==> config.mk <==
export PLATFORM = sky130hd
export DESIGN_NAME = qspi_arb
export DESIGN_NICKNAME = d
export VERILOG_FILES = /design/src/rtl/qspi_arb_pkg.sv /design/src/rtl/qspi_arb_pick.sv /design/src/rtl/qspi_arb.sv
export SDC_FILE = /design/constraint.sdc
export NUM_CORES = 1
export LEC_CHECK = 0
export ABC_AREA = 0
export BUFFER_PORTS_ARGS = -buffer_cell sky130_fd_sc_hd__buf_2
export CAP_MARGIN = 20
export CELL_PAD_IN_SITES_DETAIL_PLACEMENT = 0
export CELL_PAD_IN_SITES_GLOBAL_PLACEMENT = 2
export CORE_MARGIN = 4
export CORE_UTILIZATION = 33
export DETAILED_ROUTE_END_ITERATION = 10
export PLACE_DENSITY = 0.91
export SLEW_MARGIN = 20
export SYNTH_ARGS = -nofsm -noshare
export SYNTH_HDL_FRONTEND = slang
export SYNTH_SLANG_ARGS = --single-unit
==> constraint.sdc <==
create_clock -name clk -period 3.45 [get_ports clk]
set_input_delay 0.69 -clock clk [delete_from_list [all_inputs] [get_ports clk]]
set_output_delay 0.69 -clock clk [all_outputs]
set_load 0.005 [all_outputs]
==> src/rtl/qspi_arb_pkg.sv <==
// Shared definitions for the QSPI line-transfer arbiter.
// Latency: n/a (constants and pure functions only).
// Backpressure: n/a.
package qspi_arb_pkg;

  // Sequencer states
  localparam logic [2:0] ST_IDLE      = 3'd0;
  localparam logic [2:0] ST_ISSUE     = 3'd1;
  localparam logic [2:0] ST_WAIT      = 3'd2;
  localparam logic [2:0] ST_PUSH_DONE = 3'd3;
  localparam logic [2:0] ST_DONE      = 3'd4;

  // Owner codes; also used as bit positions in the request/grant vectors
  localparam logic [1:0] OWN_I = 2'd0;
  localparam logic [1:0] OWN_D = 2'd1;
  localparam logic [1:0] OWN_X = 2'd2;

  // rom_mode encodings (chip-select policy)
  localparam logic [1:0] ROM_MSB_CS2 = 2'b00;  // tag MSB selects chip 2
  localparam logic [1:0] ROM_CS0     = 2'b01;  // everything on chip 0
  localparam logic [1:0] ROM_MSB_CS1 = 2'b10;  // tag MSB selects chip 1
  localparam logic [1:0] ROM_RW      = 2'b11;  // reads chip 1, writes chip 0

  // Saturating age counter width
  localparam int AGE_W = 3;

  function automatic int tag_width(input int pa, input int line_length);
    return pa - $clog2(line_length);
  endfunction

  // Chip-select index for one transfer
  function automatic logic [1:0] mem_sel(input logic [1:0] mode, input logic tag_msb,
                                         input logic write);
    logic [1:0] m;
    case (mode)
      ROM_MSB_CS2: m = tag_msb ? 2'd2 : 2'd0;
      ROM_CS0:     m = 2'd0;
      ROM_MSB_CS1: m = tag_msb ? 2'd1 : 2'd0;
      default:     m = write ? 2'd0 : 2'd1;
    endcase
    return m;
  endfunction

endpackage

==> src/rtl/qspi_arb_pick.sv <==
// Aged fixed-priority selector: one-hot winner among I/D/X requests.
// Latency: combinational.
// Backpressure: none; caller decides when the result is used.
//
// Ports:
//   req  [2:0]        requests, indexed by OWN_I/OWN_D/OWN_X
//   age  [3*AGE_W-1:0] per-requester age counters, same indexing
//   win  [2:0]        one-hot winner, zero when no request
module qspi_arb_pick
  import qspi_arb_pkg::*;
#(
  parameter int AGE_MAX = 7
) (
  input  logic [2:0]         req,
  input  logic [3*AGE_W-1:0] age,
  output logic [2:0]         win
);

  logic [2:0] aged;
  logic [2:0] pool;

  always_comb begin
    aged = '0;
    for (int k = 0; k < 3; k++) begin
      aged[k] = req[k] && (age[k*AGE_W +: AGE_W] >= AGE_W'(AGE_MAX));
    end
    // Starved requesters compete only among themselves; otherwise plain priority
    pool = (|aged) ? aged : req;
    win  = '0;
    if (pool[OWN_D])      win[OWN_D] = 1'b1;
    else if (pool[OWN_I]) win[OWN_I] = 1'b1;
    else if (pool[OWN_X]) win[OWN_X] = 1'b1;
  end

endmodule

==> src/rtl/qspi_arb.sv <==
// Arbitrates I/D/DMA line transfers onto one QSPI engine and sequences D push+pull.
// Latency: req -> grant 1 cycle, -> q_req 2 cycles; q_ack -> done 1 cycle.
// Backpressure: losers keep requesting and age; grant held until the owner's done.
//
// Ports:
//   clk, reset_n                 clock, async active-low reset
//   i_req/i_tag -> i_gnt/i_done  icache fill
//   d_req/d_push/d_tag/d_wtag -> d_gnt/d_done   dcache (optional write-back then fill)
//   x_req/x_write/x_tag -> x_gnt/x_done         DMA
//   rom_mode                     chip-select policy
//   q_req/q_write/q_i_d/q_mem/q_paddr, q_ack    QSPI engine handshake
//   err, err_clr                 sticky timeout flag and its clear
module qspi_arb
  import qspi_arb_pkg::*;
#(
  parameter int  PA          = 24,
  parameter int  LINE_LENGTH = 4,
  parameter int  AGE_MAX     = 7,
  parameter int  TIMEOUT     = 255,
  localparam int TW          = tag_width(PA, LINE_LENGTH)
) (
  input  logic          clk,
  input  logic          reset_n,
  input  logic          i_req,
  input  logic [TW-1:0] i_tag,
  output logic          i_gnt,
  output logic          i_done,
  input  logic          d_req,
  input  logic          d_push,
  input  logic [TW-1:0] d_tag,
  input  logic [TW-1:0] d_wtag,
  output logic          d_gnt,
  output logic          d_done,
  input  logic          x_req,
  input  logic          x_write,
  input  logic [TW-1:0] x_tag,
  output logic          x_gnt,
  output logic          x_done,
  input  logic [1:0]    rom_mode,
  output logic          q_req,
  output logic          q_write,
  output logic          q_i_d,
  output logic [1:0]    q_mem,
  output logic [TW-1:0] q_paddr,
  input  logic          q_ack,
  output logic          err,
  input  logic          err_clr
);

  localparam int CW = $clog2(TIMEOUT + 1);

  logic [2:0]            state;
  logic [1:0]            owner;
  logic                  push_phase;
  logic [TW-1:0]         fill_tag;
  logic [CW-1:0]         cnt;
  logic [2:0][AGE_W-1:0] age_q;
  logic [2:0]            req_vec;
  logic [2:0]            win;
  logic [1:0]            win_own;
  logic [TW-1:0]         sel_tag;
  logic                  sel_write;
  logic                  timeout;

  always_comb begin
    req_vec        = '0;
    req_vec[OWN_I] = i_req;
    req_vec[OWN_D] = d_req;
    req_vec[OWN_X] = x_req;
  end

  qspi_arb_pick #(.AGE_MAX(AGE_MAX)) u_pick (
    .req (req_vec),
    .age (age_q),
    .win (win)
  );

  // First transfer of the winner: D with a dirty victim writes it back first
  always_comb begin
    win_own   = OWN_I;
    sel_tag   = i_tag;
    sel_write = 1'b0;
    if (win[OWN_D]) begin
      win_own   = OWN_D;
      sel_tag   = d_push ? d_wtag : d_tag;
      sel_write = d_push;
    end else if (win[OWN_X]) begin
      win_own   = OWN_X;
      sel_tag   = x_tag;
      sel_write = x_write;
    end
  end

  // A late ack still counts; the abort only fires when the last cycle passes silently
  assign timeout = (state == ST_WAIT) && !q_ack && (cnt == CW'(TIMEOUT - 1));

  always_ff @(posedge clk or negedge reset_n) begin
    if (!reset_n) begin
      state      <= ST_IDLE;
      owner      <= OWN_I;
      push_phase <= 1'b0;
      fill_tag   <= '0;
      cnt        <= '0;
      age_q      <= '0;
      i_gnt      <= 1'b0;
      d_gnt      <= 1'b0;
      x_gnt      <= 1'b0;
      i_done     <= 1'b0;
      d_done     <= 1'b0;
      x_done     <= 1'b0;
      q_req      <= 1'b0;
      q_write    <= 1'b0;
      q_i_d      <= 1'b0;
      q_mem      <= '0;
      q_paddr    <= '0;
      err        <= 1'b0;
    end else begin
      i_done <= 1'b0;
      d_done <= 1'b0;
      x_done <= 1'b0;

      // A timeout in the same cycle as err_clr must not be lost
      if (timeout)      err <= 1'b1;
      else if (err_clr) err <= 1'b0;

      case (state)
        ST_IDLE: begin
          if (|req_vec) begin
            state      <= ST_ISSUE;
            owner      <= win_own;
            i_gnt      <= win[OWN_I];
            d_gnt      <= win[OWN_D];
            x_gnt      <= win[OWN_X];
            push_phase <= win[OWN_D] && d_push;
            fill_tag   <= d_tag;
            q_write    <= sel_write;
            q_i_d      <= win[OWN_I];
            q_paddr    <= sel_tag;
            q_mem      <= mem_sel(rom_mode, sel_tag[TW-1], sel_write);
            for (int k = 0; k < 3; k++) begin
              if (win[k])
                age_q[k] <= '0;
              else if (req_vec[k] && (age_q[k] < AGE_W'(AGE_MAX)))
                age_q[k] <= age_q[k] + AGE_W'(1);
            end
          end
        end
        ST_ISSUE: begin
          // The pull phase already raised q_req from PUSH_DONE, so here the pulse
          // either starts (fresh grant) or ends (pull) -- it is never two cycles.
          q_req <= !q_req;
          cnt   <= '0;
          state <= ST_WAIT;
        end
        ST_WAIT: begin
          q_req <= 1'b0;
          if (q_ack && push_phase) begin
            push_phase <= 1'b0;
            state      <= ST_PUSH_DONE;
          end else if (q_ack || timeout) begin
            state  <= ST_DONE;
            i_done <= (owner == OWN_I);
            d_done <= (owner == OWN_D);
            x_done <= (owner == OWN_X);
          end else begin
            cnt <= cnt + CW'(1);
          end
        end
        ST_PUSH_DONE: begin
          // Grant stays with D: switch the registered request to the fill read
          q_paddr <= fill_tag;
          q_write <= 1'b0;
          q_mem   <= mem_sel(rom_mode, fill_tag[TW-1], 1'b0);
          q_req   <= 1'b1;
          state   <= ST_ISSUE;
        end
        ST_DONE: begin
          i_gnt <= 1'b0;
          d_gnt <= 1'b0;
          x_gnt <= 1'b0;
          state <= ST_IDLE;
        end
        default: state <= ST_IDLE;
      endcase
    end
  end

endmodule
# Word level (Yosys, flattened, before mapping)
# Index checks and enable logic that the tools add are counted.
dict set report op_classes {
  add_sub_neg 4
  n_mul 0
  div_mod_pow 0
  magnitude_cmp 6
  n_eq_ne 14
  shifts 0
  mux 61
  n_bitwise 0
  reduce_logical 36
}
# op count
set ops {}
lappend ops {{22-bit 2-to-1 mux} 4}
lappend ops {{22-bit case mux with 2 select lines} 1}
lappend ops {{3-bit 2-to-1 mux} 10}
lappend ops {{1-bit 2-to-1 mux} 28}
lappend ops {{8-bit 2-to-1 mux} 2}
lappend ops {{8-bit case mux with 2 select lines} 1}
lappend ops {{2-bit nonzero test} 8}
lappend ops {{3-bit AND reduction} 5}
lappend ops {{2-bit case mux with 3 select lines} 2}
lappend ops {{3-bit case mux with 4 select lines} 1}
lappend ops {{1-bit logical AND} 10}
lappend ops {{2-bit 2-to-1 mux} 5}
lappend ops {{1-bit case mux with 2 select lines} 5}
lappend ops {{3-bit by 1-bit adder with 3-bit output (second input constant)} 3}
lappend ops {{3-bit >= comparator (second input constant)} 3}
lappend ops {{3-bit less-than comparator (second input constant)} 3}
lappend ops {{8-bit by 1-bit adder with 8-bit output (second input constant)} 1}
lappend ops {{8-bit equality test (second input constant)} 1}
lappend ops {{2-bit AND reduction} 4}
lappend ops {{3-bit by 2-bit equality test with 1-bit output (second input constant)} 2}
lappend ops {{2-bit inequality test (second input constant)} 3}
lappend ops {{3-bit OR reduction} 2}
lappend ops {{2-bit by 1-bit equality test with 1-bit output (second input constant)} 2}
lappend ops {{2-bit equality test (second input constant)} 2}
lappend ops {{11 further kinds} 13}
dict set report word_totals {
  ff_bits 79
  latch_bits 0
  mem_bits_rw 0
  rom_bits 0
  input_bits 99
  output_inout_bits 34
  elab_cells 141
  mem_count 0
}

# Longest topological paths before layout
# Gate-level depths: netlist of run 1.
dict set report depth {
  ltp_word 13
  mapped_depth 10
  depth_no_buf 8
}

# Hierarchy
# Synthesis of run 1 repeated with hierarchy kept, for this count alone.
dict set report unflattened {
  cells_unflattened 476
  area_unflattened_um2 4317.9
}
# mod instances cells_each area_per_inst_um2 seq_area_each_um2
set by_module_without_submodules {}
lappend by_module_without_submodules {qspi_arb 1 465 4246.6 1976.9}
lappend by_module_without_submodules {qspi_arb_pick 1 11 71.3 0.0}

# Worst setup path before layout of run 1
# No wires, ideal clock.
dict set report synth_timing {
  path_type {register -> register}
  from {register age_q[3] in the netlist's numbering}
  to {register q_paddr[0]}
  setup_ps 127
  arrival_ps 2222
  required_ps 3323
  path_slack_ps 1101
  stages_incl_launch_ff 10
  path_buffers 1
  synth_period_minus_slack_ps 2349
  cell_sequence {dfrtp_1 ha_1 ha_1 a31o_1 a211oi_2 a2bb2oi_4 buf_6 mux2_2 o211ai_1 a21oi_1}
}
dict set report synth_between {
  elab_chain_len 11
  word_cells_on_any_way 12
  classes_between {order compare: 1; mux: 9; reduce/logical: 2}
}
# element line_no
set synth_rtl {}
lappend synth_rtl {{start: declaration} qspi_arb.sv:57} ;# logic [2:0][AGE_W-1:0] age_q;
lappend synth_rtl {{start signal: indexed assignment} qspi_arb.sv:144} ;# age_q[k] <= age_q[k] + AGE_W'(1);
lappend synth_rtl {{3-bit >= comparator *} qspi_arb_pick.sv:25} ;# aged[k] = req[k] && (age[k*AGE_W +: AGE_W] >= AGE_W'(AGE_MAX));
lappend synth_rtl {{1-bit logical AND *} qspi_arb_pick.sv:25}
lappend synth_rtl {{3-bit OR reduction} qspi_arb_pick.sv:28} ;# pool = (|aged) ? aged : req;
lappend synth_rtl {{3-bit 2-to-1 mux *} qspi_arb_pick.sv:28}
lappend synth_rtl {{1-bit 2-to-1 mux} qspi_arb_pick.sv:32} ;# else if (pool[OWN_X]) win[OWN_X] = 1'b1;
lappend synth_rtl {{1-bit 2-to-1 mux} qspi_arb_pick.sv:31} ;# else if (pool[OWN_I]) win[OWN_I] = 1'b1;
lappend synth_rtl {{1-bit 2-to-1 mux} qspi_arb_pick.sv:30} ;# if (pool[OWN_D]) win[OWN_D] = 1'b1;
lappend synth_rtl {{22-bit 2-to-1 mux} qspi_arb.sv:87} ;# end else if (win[OWN_X]) begin
lappend synth_rtl {{22-bit 2-to-1 mux *} qspi_arb.sv:83} ;# if (win[OWN_D]) begin
lappend synth_rtl {{22-bit 2-to-1 mux *} qspi_arb.sv:128} ;# if (|req_vec) begin
lappend synth_rtl {{22-bit case mux with 2 select lines *} qspi_arb.sv:126} ;# case (state)
lappend synth_rtl {{end signal: assignment} qspi_arb.sv:138} ;# q_paddr <= sel_tag;
lappend synth_rtl {{end signal: assignment} qspi_arb.sv:171} ;# q_paddr <= fill_tag;
lappend synth_rtl {{end: declaration} qspi_arb.sv:44} ;# output logic [TW-1:0] q_paddr,
# Every way passes the cells marked *; elsewhere a longest branch is shown, timed or not. The select of a mux whose other input is x is not followed.
# A chain may end at the register's enable or synchronous reset.

# Worst setup path in the final report of run 1
dict set report layout_timing {
  from {register age_q[3] in the netlist's numbering}
  to {register age_q[6] in the netlist's numbering}
}
dict set report layout_between {
  elab_chain_len 9
  word_cells_on_any_way 10
  classes_between {order compare: 1; mux: 5; reduce/logical: 4}
}
# element line_no
set layout_rtl {}
lappend layout_rtl {{3-bit >= comparator *} qspi_arb_pick.sv:25}
lappend layout_rtl {{1-bit logical AND *} qspi_arb_pick.sv:25}
lappend layout_rtl {{3-bit OR reduction} qspi_arb_pick.sv:28}
lappend layout_rtl {{3-bit 2-to-1 mux *} qspi_arb_pick.sv:28}
lappend layout_rtl {{1-bit 2-to-1 mux} qspi_arb_pick.sv:32}
lappend layout_rtl {{1-bit 2-to-1 mux} qspi_arb_pick.sv:31}
lappend layout_rtl {{1-bit 2-to-1 mux *} qspi_arb_pick.sv:30}
lappend layout_rtl {{2-bit nonzero test (no source line)} n/a}
lappend layout_rtl {{3-bit AND reduction (no source line)} n/a}
# Every way passes the cells marked *; elsewhere a longest branch is shown, timed or not.

==> flow_summary_export.csv, run 1 <==
group,metric,value,unit
pwr,clock_power_share,21.8,%
routing,drtPass1Iterations,4,
floorplan,die-width,122,um
logic_synthesis,synth_top_area_share,46.3,%
routing,wire_per_inst,15.3,um
critical_path,r2r-end,"age_q[6]$_DFFE_PN0P_",
timing,fin_skew,0.00846,ns
routing,ant_nets,0,
logic_synthesis,async_reset_ff_share,100,%
logic_synthesis,synth.top_cells.by_area,"dfrtp_1 (46%), nand2_1 (8.7%), a21oi_1 (5.6%)",
routing,drt_iter0_markers,134,
cells_and_area,mostFrequentLayoutCell,"buf_2",
pwr,p_per_area,771,nW/um2
logic_synthesis,syn_avg_cell_area,9.44,um2
clock_tree,cts-buffers-inserted,9,
pwr,ir_drop,0.252,mV
global_route,track_usage,16.1,%
clock_tree,cts.path.max_buffers,2,
place,gp_congestion,0.769,
floorplan,ios,133,
floorplan,die_area,14800,um2
timing,post-route-period-util,84.9,%
place,io_buffer_count,132,
critical_path,reg2reg_depth,9,
clock_tree,cts_sinks,79,
clock_tree,cts_hold_buf,0,
critical_path,worstPathRequired,3.67,ns
global_route,grt_pass1_wl,19000,um
place,dpl_cell_area,5070,um2
logic_synthesis,yosys_register_bits,79,
timing,maxSlewHeadroom,49.0,%
pwr,p_int,0.00256,W
logic_synthesis,synth_edf_count,0,
clock_tree,cts-root-buf,"clkbuf_16",
pwr,switchingPower,0.00157,W
global_route,antenna_found_initial,2,
global_route,grt_max_degree,80,
critical_path,cpPeakStageDelay,0.55,ns
cells_and_area,area_growth,25.7,%
clock_tree,cts_max_level,3,
clock_tree,cts_tree,"yes",
timing,fmaxAchievable,0.341,GHz
pwr,power_leakage,2.69,nW
floorplan,coreArea,12600,um2
cells_and_area,layout_common_cells,"buf_2 (131), nand2_1 (98), dfrtp_1 (79)",
worst_hold_path,hold_path.class,"in2async",
timing,period_needed,2.93,ns
clock_tree,clock_latency,0.34,ns
cells_and_area,num-fill-cells,1315,
floorplan,start_util,33.8,%
critical_path,endpoint_kind,"flip-flop",
logic_synthesis,synth_area_leader_cell,"dfrtp_1",
pwr,netSwitchingFraction,38.0,%
critical_path,cp_cell_sequence,"ha_1, ha_1, a31o_1, a211oi_2, a2bb2oi_4, buf_4, and3_1, a31oi_1, mux2_2",
critical_path,slowest_stage,"a2bb2oi_4",
floorplan,num_rows,41,
logic_synthesis,yosysSeqAreaShare,46.3,%
critical_path,crit_path_frequent_cell,"ha_1",
logic_synthesis,synth_cell_types,52,
cells_and_area,drive_gt1_share,32.2,%
status,status,"finished clean",
global_route,first_global_vias,3865,
pwr,power_frac_comb,39.7,%
timing,finalSetupTns,0,ns
timing,worst_pin_slew,0.766,ns
floorplan,die_y,122,um
logic_synthesis,synthesis.instances,452,
clock_tree,cts_setup_buffers,0,
routing,drc,0,
timing,rsz0062_at_grt,"no",
critical_path,r2r_slack,0.52,ns
global_route,grt_overflow,0,
timing,drv_slew,0,
routing,routed_wirelength,11500,um
place,hpwl,8260,um
critical_path,worstPathArrival,3.14,ns
routing,vias_per_cell,4.91,
logic_synthesis,syn-cell-area,4270,um2
timing,setup_viol,0,
clock_tree,post_cts_resized,0,
flow_run,maxCapViolCount,0,
critical_path,cp_max_fo,20,
critical_path,r2r-start,"age_q[3]$_DFFE_PN0P_",
critical_path,crit_type,"reg2reg",
timing,hold_violations,0,
logic_synthesis,synth_nets,559,
clock_tree,clkTransAtPathRegs,0.06,ns
cells_and_area,design_area,5370,um2
logic_synthesis,ys_warn_count,0,
cells_and_area,final_nets,680,
pwr,sequentialPowerShare,38.5,%
routing,dr_total_vias,3685,
critical_path,start_kind,"flip-flop",
logic_synthesis,synthFlopType,"dfrtp_1",
timing,holdWs,0.375,ns
## synth_stat cells, drive strengths merged, types with 5 or more instances
cell and instances:
ha 8, a31oi 5, o21ai 9, mux2 25, a22o 6, buf 15, clkbuf 15, a21o 6
nor2 32, nor3 5, nand3 8, a21oi 48, xor2 5, o211ai 21, dfrtp 79, mux2i 24
nand2 99
## metrics by stage
stage / worst slack (ns) / total power (W) / utilization (%) / std cells
6_report: 0.521 / 0.00414 / 42.5 / 751
4_1_cts: 0.491 / 0.00420 / 42.5 / 750
5_1_grt: 0.339 / 0.00450 / 42.5 / 751
2_1_floorplan: 1.10 / 0.00268 / - / 452
3_3_place_gp: 0.605 / 0.00322 / 40.2 / 734
3_5_place_dp: 0.515 / 0.00328 / 40.2 / 734
## layout make-up
cell class / instances / area (um2) / area share [%]
multi-input cells: 339 / 2140 / 39.9
flip-flops and latches: 79 / 1980 / 36.8
repair buffers: 140 / 727 / 13.5
clock buffers: 12 / 256 / 4.78
well taps: 172 / 215 / 4.01
clock inverters: 4 / 30.0 / 0.560
inverters: 4 / 15.0 / 0.280
diodes: 1 / 2.50 / 0.0466
## kinds of logic (layout without fill, tap and decap cells)
family	Yosys count	after routing	synth area share (%)
other cells	0	1	0
simple gates	164	164	16.5
compound gates	112	112	17.8
buf+inv	34	160	3.60
fa+ha+maj	8	8	2.34
mux	49	49	12.2
xor+xnor	6	6	1.23
flops	79	79	46.3
## state kept, by name, indices dropped and copies added (netlist names), 2 cells and up
signal / flops
state: 3
owner: 2
q_paddr: 22
fill_tag: 22
cnt: 8
age_q: 9
q_mem: 2
## worst max-delay path: cells and delay by family, from the launching register on
family	cells	cell delay [ns]
adders and majority gates	2	0.42
buffers and inverters	1	0.27
AOI/OAI and AO/OA	4	1.18
muxes	1	0.30
DFF	1	0.42
and+or+nand+nor	1	0.22
## power by group through the flow
stage	logic [W]	registers (W)	clock network, W
finish	0.00164	0.00159	0.000903
detailed placement	0.00167	0.00161	0
global placement	0.00163	0.00159	0
global route	0.00189	0.00165	0.000955
floorplan	0.00113	0.00155	0
CTS	0.00167	0.00160	0.000923
## layer usage
layer	routed length, um	share of wire (%)	GRT usage [%]
met5	7	0.061	0
met4	114	0.99	4.34
met2	5430	47	26.0
met3	825	7.2	5.43
met1	5120	45	20.9
## worst max-delay path by stage
stage / to / cells past startpoint / startpoint / slack (ns)
after global routing: age_q[6]$_DFFE_PN0P_ / 9 / age_q[3]$_DFFE_PN0P_ / 0.34
final: age_q[6]$_DFFE_PN0P_ / 9 / age_q[3]$_DFFE_PN0P_ / 0.52
after floorplan: q_paddr[0]$_DFFE_PN0P_ / 9 / age_q[3]$_DFFE_PN0P_ / 1.10
after detailed placement: age_q[6]$_DFFE_PN0P_ / 9 / age_q[3]$_DFFE_PN0P_ / 0.51
after global placement: age_q[6]$_DFFE_PN0P_ / 9 / age_q[3]$_DFFE_PN0P_ / 0.60
after CTS: age_q[6]$_DFFE_PN0P_ / 9 / age_q[3]$_DFFE_PN0P_ / 0.49
Note: power is estimated with default switching activity, not from simulation.
==> inputs of run 2 (changes only) <==
--- a/config.mk
+++ b/config.mk
@@ -11,9 +11,9 @@
 export CELL_PAD_IN_SITES_DETAIL_PLACEMENT = 0
 export CELL_PAD_IN_SITES_GLOBAL_PLACEMENT = 2
 export CORE_MARGIN = 4
-export CORE_UTILIZATION = 33
+export CORE_UTILIZATION = 27
 export DETAILED_ROUTE_END_ITERATION = 10
-export PLACE_DENSITY = 0.91
+export PLACE_DENSITY = 0.8
 export SLEW_MARGIN = 20
 export SYNTH_ARGS = -nofsm -noshare
 export SYNTH_HDL_FRONTEND = slang
==> constraint.sdc (replaced) <==
create_clock -name clk -period 2.4 [get_ports clk]
set_input_delay 0.48 -clock clk [delete_from_list [all_inputs] [get_ports clk]]
set_output_delay 0.48 -clock clk [all_outputs]
set_load 0.005 [all_outputs]
==> flow_summary_export.csv, run 2 (synthesis gave the netlist of run 1 again) <==
group,metric,value,unit
timing,drv_slew,0,
clock_tree,clkTransAtPathRegs,0.06,ns
clock_tree,cts_hold_buf,0,
place,hpwl,9000,um
timing,hold_violations,0,
place,place_ws,-0.116,ns
clock_tree,cts.path.max_buffers,2,
routing,vias_per_cell,4.73,
clock_tree,cts_sinks,79,
timing,worst_pin_slew,0.450,ns
routing,wire_per_inst,15.7,um
critical_path,r2r-end,"q_paddr[3]$_DFFE_PN0P_",
timing,period_needed,2.42,ns
critical_path,r2r-start,"age_q[4]$_DFFE_PN0P_",
cells_and_area,reg.largest.list,"fill_tag x22, q_paddr x22, age_q x9",
global_route,track_usage,14.0,%
global_route,grt_util_met3,5.93,%
cells_and_area,drive_gt1_share,35.8,%
floorplan,ios,133,
timing,finalSetupTns,-0.0567,ns
floorplan,die-width,134,um
cells_and_area,stdcell_count,809,
cells_and_area,multi_input_area,2250,um2
global_route,top_usage_layer,"met2",
cells_and_area,num-fill-cells,1555,
cells_and_area,mostFrequentLayoutCell,"buf_2",
clock_tree,cts-buffers-inserted,9,
floorplan,num_rows,45,
clock_tree,cts-root-buf,"clkbuf_16",
timing,fmaxAchievable,0.414,GHz
pwr,power_leakage,2.88,nW
cells_and_area,area_growth,34.8,%
global_route,first_global_vias,3857,
critical_path,r2r_slack,-0.02,ns
routing,dr_total_vias,3825,
cells_and_area,final_util,37.4,%
global_route,grt_max_degree,36,
global_route,grt_overflow,0,
status,violations,"setup timing",
routing,routed_wirelength,12700,um
critical_path,cp_max_fo,5,
pwr,p_per_area,1070,nW/um2
floorplan,start_util,27.8,%
status,status,"finished with violations",
pwr,ir_drop,0.453,mV
routing,drt_iter0_markers,174,
global_route,use_met1,18.6,%
place,io_buffer_count,132,
floorplan,die_area,17900,um2
global_route,gr-usage-met2,21.3,%
worst_hold_path,hold_path.class,"in2async",
floorplan,coreArea,15400,um2
critical_path,start_kind,"flip-flop",
timing,setup_viol,8,
critical_path,cp-startpoint,"age_q[4]$_DFFE_PN0P_",
flow_run,maxCapViolCount,0,
floorplan,die_y,134,um
timing,fin_skew,0.00603,ns
timing,holdWs,0.0723,ns
critical_path,worstPathArrival,2.64,ns
critical_path,crit_type,"reg2reg",
timing,rsz0062_at_grt,"yes",
critical_path,worstPathRequired,2.62,ns
cells_and_area,final_nets,699,
clock_tree,clock_latency,0.34,ns
timing,maxSlewHeadroom,70.0,%
global_route,grt_pass1_wl,19900,um
clock_tree,cts_max_level,3,
global_route,antenna_found_initial,4,
timing,post-route-period-util,101,%
place,dp_cells,785,
cells_and_area,layout_common_cells,"buf_2 (131), nand2_1 (98), dfrtp_1 (79)",
routing,ant_nets,0,
clock_tree,cts_tree,"yes",
critical_path,endpoint_kind,"flip-flop",
timing,setup_slack,-0.0174,ns
routing,drc,0,
critical_path,reg2reg_depth,10,
place,gp_congestion,0.774,
routing,drtPass1Iterations,5,
cells_and_area,seq_area,1980,um2
==> run 2: cell count changes in the layout (fill, tap and decap cells not counted), sizes merged <==
cell / delta
buf: +17
clkinv: +5
clkinvlp: -3
==> run 2: area by class of cell <==
type,count,share of cell area (%)
Clock buffer,10,4.15
Tap cell,211,4.59
Timing Repair Buffer,159,16.9
Sequential cell,79,34.4
Clock inverter,6,0.631
Antenna cell,1,0.0435
Multi-Input combinational cell,339,39.1
Inverter,4,0.261
==> run 2: what timing repair did <==
action                                  4_1_cts  5_1_grt
cloned                                        0        3
setup buffers                                 0        4
pin swaps                                     1       27
gates resized for setup                       2       22
endpoints found under the setup margin       23       28
==> run 2: worst max-delay path by stage <==
stage,endpoint,cells after the start
2_1_floorplan,q_paddr[0]$_DFFE_PN0P_,9
3_3_place_gp,q_mem[0]$_DFFE_PN0P_,9
3_5_place_dp,q_paddr[21]$_DFFE_PN0P_,9
4_1_cts,q_paddr[21]$_DFFE_PN0P_,9
5_1_grt,q_paddr[7]$_DFFE_PN0P_,10
6_report,q_paddr[3]$_DFFE_PN0P_,10
==> run 2: per-stage QoR <==
stage	total power, W	cell area, um2
after CTS	0.00613	5550
after detailed placement	0.00483	5260
after global routing	0.00667	5750
after global placement	0.00475	5260
final	0.00613	5750
after floorplan	0.00385	4270
==> run 2: power by group <==
part | total [W] | switching (W) | internal (W)
logic | 0.00256 | 0.00140 | 0.00116
registers | 0.00229 | 0.000392 | 0.00190
clock network | 0.00127 | 0.000552 | 0.000722
==> run 2: worst max-delay path, stage by stage, from the launching register on <==
cell and delay [ns]:
dfrtp_1 0.39, ha_2 0.20, ha_4 0.16, a31o_4 0.22, a211oi_4 0.28, a2bb2oi_4 0.18, buf_12 0.14, buf_6 0.13
mux2_2 0.33, o211ai_1 0.17, a21oi_1 0.09
==> run 2: layer usage <==
layer  vias to the layer above  share of wire [%]
li1                       1875                  -
met1                      1818                 46
met2                       116                 46
met3                        10                7.7
met4                         6               0.56
met5                         -               0.26
==> inputs of run 3 (changes only) <==
--- a/config.mk
+++ b/config.mk
@@ -12,6 +12,7 @@
 export CELL_PAD_IN_SITES_GLOBAL_PLACEMENT = 2
 export CORE_MARGIN = 4
 export CORE_UTILIZATION = 27
+export CTS_BUF_LIST = sky130_fd_sc_hd__clkbuf_16
 export DETAILED_ROUTE_END_ITERATION = 10
 export PLACE_DENSITY = 0.8
 export SLEW_MARGIN = 20
==> flow_summary_export.csv, run 3 (synthesis gave the netlist of run 1 again) <==
group,metric,value,unit
pwr,p_int,0.00375,W
routing,drc,0,
pwr,netSwitchingFraction,38.4,%
worst_hold_path,hold_path.class,"in2async",
routing,wire_per_inst,15.7,um
timing,period_needed,2.42,ns
cells_and_area,seq_area,1980,um2
global_route,antenna_found_initial,4,
place,place_ws,-0.116,ns
timing,drv_slew,0,
routing,routed_wirelength,12700,um
timing,post-route-period-util,101,%
floorplan,num_rows,45,
floorplan,die-width,134,um
clock_tree,clkTransAtPathRegs,0.06,ns
clock_tree,cts-buffers-inserted,9,
global_route,track_usage,13.9,%
clock_tree,cts_hold_buf,0,
place,dp_cells,785,
global_route,use_met1,18.6,%
floorplan,start_util,27.8,%
routing,dr_total_vias,3822,
global_route,first_global_vias,3857,
clock_tree,cts_sinks,79,
cells_and_area,num-fill-cells,1556,
critical_path,endpoint_kind,"flip-flop",
pwr,finalPower,0.00609,W
floorplan,ios,133,
floorplan,die_area,17900,um2
cells_and_area,reg.largest.list,"fill_tag x22, q_paddr x22, age_q x9",
routing,drtPass1Iterations,4,
status,violations,"setup timing",
timing,setup_viol,7,
cells_and_area,stdcell_count,809,
cells_and_area,drive_gt1_share,35.7,%
critical_path,crit_type,"reg2reg",
critical_path,slowest_stage,"dfrtp_1",
cells_and_area,final_nets,699,
clock_tree,clock_latency,0.34,ns
critical_path,start_kind,"flip-flop",
timing,holdWs,0.0746,ns
floorplan,coreArea,15400,um2
global_route,gr-usage-met2,21.3,%
clock_tree,cts_max_level,3,
pwr,power_leakage,2.88,nW
pwr,power_frac_comb,42.1,%
pwr,clock_power_share,20.3,%
timing,fin_skew,0.00603,ns
timing,worst_pin_slew,0.450,ns
cells_and_area,multi_input_area,2250,um2
global_route,grt_util_met3,5.93,%
place,gp_congestion,0.774,
critical_path,crit_buf_inv,2,
timing,hold_violations,0,
global_route,grt_overflow,0,
pwr,ir_drop,0.448,mV
flow_run,maxCapViolCount,0,
routing,vias_per_cell,4.72,
critical_path,cpPeakStageDelay,0.39,ns
timing,rsz0062_at_grt,"yes",
critical_path,worstPathRequired,2.62,ns
critical_path,worstPathArrival,2.64,ns
global_route,grt_max_degree,36,
global_route,top_usage_layer,"met2",
critical_path,path_delay_family,"compound AO/OA/AOI/OAI gates",
clock_tree,cts-root-buf,"clkbuf_16",
timing,fmaxAchievable,0.414,GHz
clock_tree,cts_tree,"yes",
critical_path,cp_cell_sequence,"ha_2, ha_4, a31o_4, a211oi_4, a2bb2oi_4, buf_12, buf_6, mux2_2, o211ai_1, a21oi_1",
pwr,sequentialPowerShare,37.6,%
pwr,p_per_area,1060,nW/um2
place,io_buffer_count,132,
timing,setup_slack,-0.0170,ns
pwr,switchingPower,0.00234,W
global_route,grt_pass1_wl,19900,um
place,hpwl,9000,um
status,status,"finished with violations",
critical_path,cp_max_fo,5,
routing,drt_iter0_markers,152,
cells_and_area,area_growth,34.6,%
routing,ant_nets,0,
clock_tree,cts.path.max_buffers,2,
cells_and_area,mostFrequentLayoutCell,"buf_2",
cells_and_area,layout_common_cells,"buf_2 (131), nand2_1 (98), dfrtp_1 (79)",
floorplan,die_y,134,um
timing,maxSlewHeadroom,70.0,%
-- run 3: cell count changes in the layout (fill, tap and decap cells not counted) --
cell,before,now
clkbuf_8,1,0
clkinv_1,0,1
-- run 3: worst register-to-register path, delay by kind of cell, from the launching register on --
| kind | cells | cell delay, ns |
|---|---|---|
| compound gates | 5 | 0.94 |
| fa+ha+maj | 2 | 0.36 |
| buf+inv | 2 | 0.27 |
| flops | 1 | 0.39 |
| mux | 1 | 0.33 |
-- run 3: power by group through the flow --
stage / Combinational (W) / Sequential (W) / Clock [W]
final: 0.00256 / 0.00229 / 0.00124
after global routing: 0.00293 / 0.00238 / 0.00134
after CTS: 0.00253 / 0.00229 / 0.00128
after detailed placement: 0.00252 / 0.00231 / 0
after global placement: 0.00246 / 0.00229 / 0
after floorplan: 0.00163 / 0.00222 / 0
-- run 3: area by class of cell --
class                           count  share of cell area, %
Clock buffer                        9                   3.92
Multi-Input combinational cell    339                   39.2
Sequential cell                    79                   34.4
Antenna cell                        1                 0.0436
Tap cell                          211                   4.60
Clock inverter                      7                  0.697
Timing Repair Buffer              159                   16.9
Inverter                            4                  0.261
-- run 3: per-stage QoR --
stage	TNS (ns)	util [%]	instance area, um2
after floorplan	0	-	4270
after global placement	-0.0133	34.2	5260
after detailed placement	-0.346	34.2	5260
after CTS	-0.00781	36.0	5540
after global routing	-1.74	37.4	5740
final	-0.0585	37.4	5740
-- run 3: worst paths after layout --
check	cells past startpoint	end	from	slack (ns)
worst max-delay path	10	q_paddr[3]$_DFFE_PN0P_	age_q[4]$_DFFE_PN0P_	-0.02
worst max register to register	10	q_paddr[3]$_DFFE_PN0P_	age_q[4]$_DFFE_PN0P_	-0.02
worst min register to register	1	x_gnt$_DFFE_PN0P_	x_gnt$_DFFE_PN0P_	0.47
max in group asynchronous	2	q_paddr[0]$_DFFE_PN0P_	reset_n	1.74
min in group clk	2	err$_DFFE_PN0P_	err_clr	0.33
worst min-delay path	1	fill_tag[8]$_DFFE_PN0P_	reset_n	0.07
-- run 3: metal layers --
metal	share of wire, %	vias up
met1	46	1825
met4	0.56	6
li1	-	1876
met3	7.4	11
met5	0.26	-
met2	46	104
-- run 3: repair_timing --
action | CTS | global route
gates resized for setup | 2 | 22
pin swaps | 1 | 27
setup endpoints to repair | 23 | 28
setup buffers | 0 | 4
gates cloned | 0 | 3
endpoints found under the hold margin | 0 | 0
